**src/rtl/dmem_bank.sv**
```systemverilog
// dmem_bank: parametrised single-port data memory with per-byte write
// enables, a valid/ready request port and a registered response port.
//
// Optional feature macro: DMEM_INIT_CLEAR_EN
//   defined   : after reset an INIT sequence clears one word per cycle
//               (DEPTH cycles) before requests are accepted.
//   undefined : no clear sequence; init_done rises on the first clock edge
//               after reset release and memory contents start undefined.
//
// Ports:
//   clk, rst_n   clock (rising edge), asynchronous active-low reset
//   req_valid    request present
//   req_ready    request accepted when high together with req_valid
//   req_we       1 = write, 0 = read
//   req_addr     byte address
//   req_wdata    write data
//   req_be       byte enables, bit i covers bits [8i+7:8i]
//   rsp_valid    response valid, held until rsp_ready
//   rsp_ready    consumer accepts response
//   rsp_rdata    read data (0 for writes and errors)
//   rsp_err      request was out of range or misaligned
//   init_done    memory ready for requests
module dmem_bank #(
  parameter int DATA_W = 32,
  parameter int DEPTH  = 16,
  parameter int ADDR_W = 32
) (
  input  logic                clk,
  input  logic                rst_n,
  input  logic                req_valid,
  output logic                req_ready,
  input  logic                req_we,
  input  logic [ADDR_W-1:0]   req_addr,
  input  logic [DATA_W-1:0]   req_wdata,
  input  logic [DATA_W/8-1:0] req_be,
  output logic                rsp_valid,
  input  logic                rsp_ready,
  output logic [DATA_W-1:0]   rsp_rdata,
  output logic                rsp_err,
  output logic                init_done
);

  localparam int BYTES = DATA_W / 8;
  localparam int OFF   = $clog2(BYTES);
  localparam int IDX_W = $clog2(DEPTH);

  localparam logic [ADDR_W-1:0] DEPTH_A    = ADDR_W'(DEPTH);
  localparam logic [ADDR_W-1:0] ALIGN_MASK = ADDR_W'(BYTES - 1);

  logic [DATA_W-1:0] mem [DEPTH];

  logic             run;
  logic             accept;
  logic             err;
  logic [IDX_W-1:0] widx;

  assign widx = req_addr[OFF +: IDX_W];

  // Misalignment uses a mask so that BYTES == 1 (no offset bits) needs no
  // special case; the range check uses the full word index, so any set
  // upper address bit is flagged as out of range.
  assign err = ((req_addr & ALIGN_MASK) != '0) || ((req_addr >> OFF) >= DEPTH_A);

  assign req_ready = run && (!rsp_valid || rsp_ready);
  assign accept    = req_valid && req_ready;
  assign init_done = run;

`ifdef DMEM_INIT_CLEAR_EN
  typedef enum logic {INIT, RUN} state_t;

  state_t           state_q, state_d;
  logic [IDX_W-1:0] cnt_q, cnt_d;

  always_ff @(posedge clk or negedge rst_n) begin
    if (!rst_n) begin
      state_q <= INIT;
      cnt_q   <= '0;
    end else begin
      state_q <= state_d;
      cnt_q   <= cnt_d;
    end
  end

  always_comb begin
    state_d = state_q;
    cnt_d   = cnt_q;
    case (state_q)
      INIT: begin
        cnt_d = cnt_q + 1'b1;
        if (cnt_q == IDX_W'(DEPTH - 1)) state_d = RUN;
      end
      RUN:     state_d = RUN;
      default: state_d = INIT;
    endcase
  end

  assign run = (state_q == RUN);

  always_ff @(posedge clk) begin
    if (state_q == INIT) begin
      mem[cnt_q] <= '0;
    end else if (accept && req_we && !err) begin
      for (int unsigned b = 0; b < BYTES; b++) begin
        if (req_be[b]) mem[widx][8*b +: 8] <= req_wdata[8*b +: 8];
      end
    end
  end
`else
  logic run_q;

  always_ff @(posedge clk or negedge rst_n) begin
    if (!rst_n) run_q <= 1'b0;
    else        run_q <= 1'b1;
  end

  assign run = run_q;

  always_ff @(posedge clk) begin
    if (accept && req_we && !err) begin
      for (int unsigned b = 0; b < BYTES; b++) begin
        if (req_be[b]) mem[widx][8*b +: 8] <= req_wdata[8*b +: 8];
      end
    end
  end
`endif

  // Read data is taken from the pre-write memory contents at the accepting
  // edge; writes and errored requests respond with zero data.
  always_ff @(posedge clk or negedge rst_n) begin
    if (!rst_n) begin
      rsp_valid <= 1'b0;
      rsp_err   <= 1'b0;
      rsp_rdata <= '0;
    end else if (accept) begin
      rsp_valid <= 1'b1;
      rsp_err   <= err;
      rsp_rdata <= (req_we || err) ? '0 : mem[widx];
    end else if (rsp_ready) begin
      rsp_valid <= 1'b0;
    end
  end

endmodule

```
**config.mk**
```make
export PLATFORM = sky130hd
export DESIGN_NAME = dmem_bank
export DESIGN_NICKNAME = d
export VERILOG_FILES = /design/src/rtl/dmem_bank.sv
export SDC_FILE = /design/constraint.sdc
export NUM_CORES = 1
export LEC_CHECK = 0
export CORE_UTILIZATION = 59
export DETAILED_ROUTE_END_ITERATION = 16
export GPL_TIMING_DRIVEN = 0
export PLACE_DENSITY = 0.76
export REMOVE_ABC_BUFFERS = 1
export SYNTH_ARGS = -nofsm -noshare
export SYNTH_HDL_FRONTEND = slang
export SYNTH_SLANG_ARGS = --single-unit
```
**constraint.sdc**
```tcl
create_clock -name clk -period 3.6 [get_ports clk]
set_input_delay 0.72 -clock clk [delete_from_list [all_inputs] [get_ports clk]]
set_output_delay 0.72 -clock clk [all_outputs]
set_load 0.05 [all_outputs]
```
== Word level (Yosys, flattened, before mapping) ==
Memories as Yosys holds them, arrays and structs flattened.
Index checks and enable logic that the tools add are counted.

* Bits in registers: 35
* Bits in writable memories: 512
* Bits of input ports: 73
* Output and inout bits: 36
* Word-level logic and storage cells: 32
* Memories: 1

{| class="wikitable"
|+ Memory list
! name !! words !! bits a word !! rd ports !! clocked after memory_dff !! wr ports !! RTL line !! RTL
|-
| mem || 16 || 32 || 1 || 0 || 1 || 50 || <nowiki>logic [DATA_W-1:0] mem [DEPTH];</nowiki>
|}

* Order comparisons: 1
* Mux-type cells: 15
* Reduce and logical (&&, ||, !) cells: 11

{| class="wikitable"
|+ Operator list
! cell !! count
|-
| 32-bit two-way mux || 1
|-
| 32-bit nonzero test || 1
|-
| 30-bit by 5-bit >= comparator with 1-bit output (second input constant) || 1
|-
| 1-bit two-way mux || 14
|-
| 1-bit logical AND || 4
|-
| 1-bit logical OR || 3
|-
| 1-bit logical NOT || 2
|-
| 2-bit nonzero test || 1
|}

== Depth between registers and ports, before layout ==
* Word-level depth: 8
* Gate-level depth with buffers: 7
* Depth with buffers taken out: 4

== Worst setup path before layout ==
OpenSTA, ideal clock, no wires.

* Kind: in2reg
* Start: in req_addr[8]
* End: mem mem[3][0] (enable)
* Setup time: 0.395 ns
* Arrival: 2.483 ns
* Data required time: 3.205 ns
* Setup slack: 0.723 ns
* Stages on the path: 5
* Buffers on the path: 1
* Cell sequence: nor4_1 and4_1 clkbuf_1 nand4_1 nor4_1

* Cells in the longest elaborated chain, start to end: 6

{| class="wikitable"
|+ Ends and longest elaborated chain
! item !! RTL line !! RTL
|-
| start, declared || 33 || <nowiki>input logic [ADDR_W-1:0] req_addr,</nowiki>
|-
| 30-bit by 5-bit >= comparator with 1-bit output || 62 || <nowiki>assign err = ((req_addr & ALIGN_MASK) != '0) || ((req_addr >> OFF) >= DEPTH_A);</nowiki>
|-
| 1-bit logical OR || 62 ||
|-
| 1-bit logical NOT || 119 || <nowiki>if (accept && req_we && !err) begin</nowiki>
|-
| 1-bit logical AND || 119 ||
|-
| 1-bit two-way mux || 119 ||
|-
| 1-bit two-way mux (not written as such) || 121 || <nowiki>if (req_be[b]) mem[widx][8*b +: 8] <= req_wdata[8*b +: 8];</nowiki>
|-
| end, declared || 50 ||
|}

No other way between the ends.

== Worst setup path after layout ==
* Start: in req_addr[1]
* End: mem mem[1][25] (enable)

* Cells in the longest elaborated chain, start to end: 6

{| class="wikitable"
|+ Ends and longest elaborated chain
! item !! RTL line
|-
| 32-bit nonzero test || 62
|-
| 1-bit logical OR || 62
|-
| 1-bit logical NOT || 119
|-
| 1-bit logical AND || 119
|-
| 1-bit two-way mux || 119
|-
| 1-bit two-way mux (not written as such) || 121
|}

No other way between the ends.

==> metrics.txt <==
status=complete, no violations; Post-CTS Setup Inserts=0; global-route wire length before repair=65,700 um; pwr dens=~540 nW/um^2; initial antenna violation count=0; routed vias/inst=6.42; crit path launch type=input port; Arr. time, crit path=~3.6 ns; Global Route Usage Sum=0.254; RSZ-0062 raised after global routing=yes; Worst path slowest cell=nor2_1; Mapped Cells=about 1,000; crit-path max FO=16; synthesized flop and latch total=around 550; Finish-stage setup viols=0; fin util=0.700; Port Buffers=around 110; CTS tree=yes; Worst Skew=0.0195 ns; critical-path cell list=clkdlybuf4s50_1 -> nor4_1 -> and4_1 -> nand4_1 -> nor2_1; maximum clock frequency=slightly below 0.3 GHz; crit-path max cell delay=1.18 ns; crit end category=register; row cnt=just under 70; max_slew headroom=0.136; Power Total=13.1 mW; H-tree lvl count=2; Min Clock Period, post-route=3.44 ns; Avg Cell Area, Syn=~21 sq um; sequential area share after synthesis=0.779; fillers=about 2,000; Clock Latency Late Sink=~0.58 ns; Static Leak=between 7 and 8 nW; drt total wl=~44,000 um; Final Hold Fails=0; vias in the first global route=10,700; layout cells sized above 1=0.204; Crit Path Class=input port to register; Max-cap violations=0; post-placement cell count=between 1,000 and 1,500; CTS Root Cell=clkbuf_16; Initial DRT Pass Iterations=7; layout net count=roughly 1,200; # resized after CTS=0; Min-Delay Path Class=input port to asynchronous set/reset pin; chip height=between 150 and 200 um; Pins Over Slew Limit=0; Req. time, crit path=approximately 3.8 ns; Cell variety after synth=23; Syn Std Cell Area=~21,000 sq um; die width=approximately 190 um; gr ovfl total=0; Avg WL per Cell=between 20 and 30 um; largest net degree at the start of global routing=just under 90; Worst-path clk slew=approximately 0.06 ns; I/O Pins=around 110; peak supply drop=between 0.4 and 0.5 mV; CTS Sinks=around 550; Starting Density=0.602; core area=34,600 sq um; routability congestion estimate=around 0.75; area of the die=36,100 sq um; Ys Warns=0; Layout Cells excl Fill=between 1,500 and 2,000; Final period util=0.956; Initial DRC Count=about 1,100; antenna-violating nets left=0; area delta synth->final=16.2%; TritonCTS buffer count=52; Ant. Diodes=0; worst-margin pin slew=1.29 ns; family with the most delay on the worst path=simple AND/OR/NAND/NOR gates; CTS max path bufs=3; Via Count=approximately 10,000; HPWL after DPL=26,000 um; WP buf/inv=1; drt drc=0
## registers in the layout (all words and copies together), names as in the netlist
signal	flops
rsp_err	1
rsp_valid	1
mem	512
rsp_rdata	32
init_done	1
## report_power, final
| group | switching (mW) | internal, mW |
|---|---|---|
| Sequential | 0.000997 | 6.95 |
| Combinational | 0.323 | 0.254 |
| Clock | 2.29 | 3.24 |
| Total | 2.61 | 10.4 |
## worst reg2reg max path, cell delays in order, from the launching register on
cell	delay (ns)
dfrtp_1	0.38
nand2b_1	0.10
and3_1	0.39
nand4_1	0.57
nor2_1	1.18
## cell families (layout without fill, tap and decap cells)
family                 count (synthesis)  after routing  share of synthesized area
DFF                                  547            547                      0.779
and+or+nand+nor                      143            143                     0.0298
muxes                                128            128                      0.138
AOI/OAI and AO/OA                     97             97                     0.0368
buffers and inverters                 61            219                     0.0157
other                                  1              1                   0.000180
## cells in the mapped netlist
cell / number / share of area
nand2b_1: 1 / 0.00030
dfrtp_1: 35 / 0.042
and3_1: 2 / 0.00060
and2_1: 6 / 0.0018
a22o_1: 32 / 0.013
and4_1: 1 / 0.00042
buf_8: 3 / 0.0022
nand3_1: 3 / 0.00072
mux4_2: 128 / 0.14
nand2_1: 47 / 0.0085
conb_1: 1 / 0.00018
buf_4: 4 / 0.0014
nand4_1: 4 / 0.0012
nor4_1: 11 / 0.0033
a22oi_1: 64 / 0.023
and4b_1: 1 / 0.00048
edfxtp_1: 512 / 0.74
clkbuf_1: 34 / 0.0061
a31oi_1: 1 / 0.00030
buf_6: 4 / 0.0022
nor2_1: 63 / 0.011
buf_2: 16 / 0.0038
nor2b_1: 4 / 0.0012
## worst paths after layout
| check | from | endpoint | slack, ns | depth (start not counted) |
|---|---|---|---|---|
| setup / recovery | req_addr[1] | mem[1][25] | 0.16 | 5 |
| hold / removal | rst_n | rsp_rdata[1] | 0.13 | 1 |
| setup reg to reg | rsp_valid | mem[1][25] | 0.59 | 4 |
| hold reg to reg | rsp_rdata[21] | rsp_rdata[21] | 0.50 | 1 |
| max in group asynchronous | rst_n | rsp_rdata[11] | 2.92 | 2 |
| min in group clk | rsp_rdata[21] | rsp_rdata[21] | 0.50 | 1 |
## stage by stage
| step | worst slack, ns | area, sq um | hold WS (ns) | TNS (ns) |
|---|---|---|---|---|
| floorplan | 0.547 | 20500 | 0.424 | 0 |
| global placement | -8.54 | 22200 | 0.488 | -3808.75 |
| detailed placement | -0.338 | 22500 | 0.490 | -75.90 |
| CTS | 0.215 | 24200 | 0.145 | 0 |
| global route | -0.00875 | 24200 | 0.163 | -0.0317 |
| finish | 0.159 | 24200 | 0.135 | 0 |
## layout make-up
class,count,area [sq um],area share
well taps,455,569,0.0235
repair buffers,122,1350,0.0557
multi-input cells,369,4330,0.179
clock buffers,64,1390,0.0573
flip-flops and latches,547,16300,0.671
clock inverters,33,344,0.0142
## repair_timing
| action | in CTS | in global routing |
|---|---|---|
| endpoints found under the hold margin | 0 | 0 |
| endpoints found under the setup margin | 0 | 8 |
| hold buffers | 0 | 0 |
## placed cells by master, fill, tap and decap left out, drive strengths merged, types with 4 or more instances in the layout
cell type      instances
nor2                  63
nor4                  11
buf                   17
dfrtp                 35
nand4                  4
clkinv                21
clkbuf                64
and2                   6
edfxtp               512
nor2b                  4
bufinv                 7
nand2                 47
a22oi                 64
mux4                 128
clkdlybuf4s50        105
a22o                  32
## per-layer routing
metal | global-route usage | up-vias | share of wire | wire length, um
met4 | 0.0872 | 0 | 0.030 | 1340
met3 | 0.0596 | 98 | 0.087 | 3840
li1 | - | 4307 | - | -
met5 | 0 | - | 0 | 0
met2 | 0.398 | 495 | 0.49 | 21600
met1 | 0.356 | 5301 | 0.40 | 17500
(Power assumes the default switching activity.)
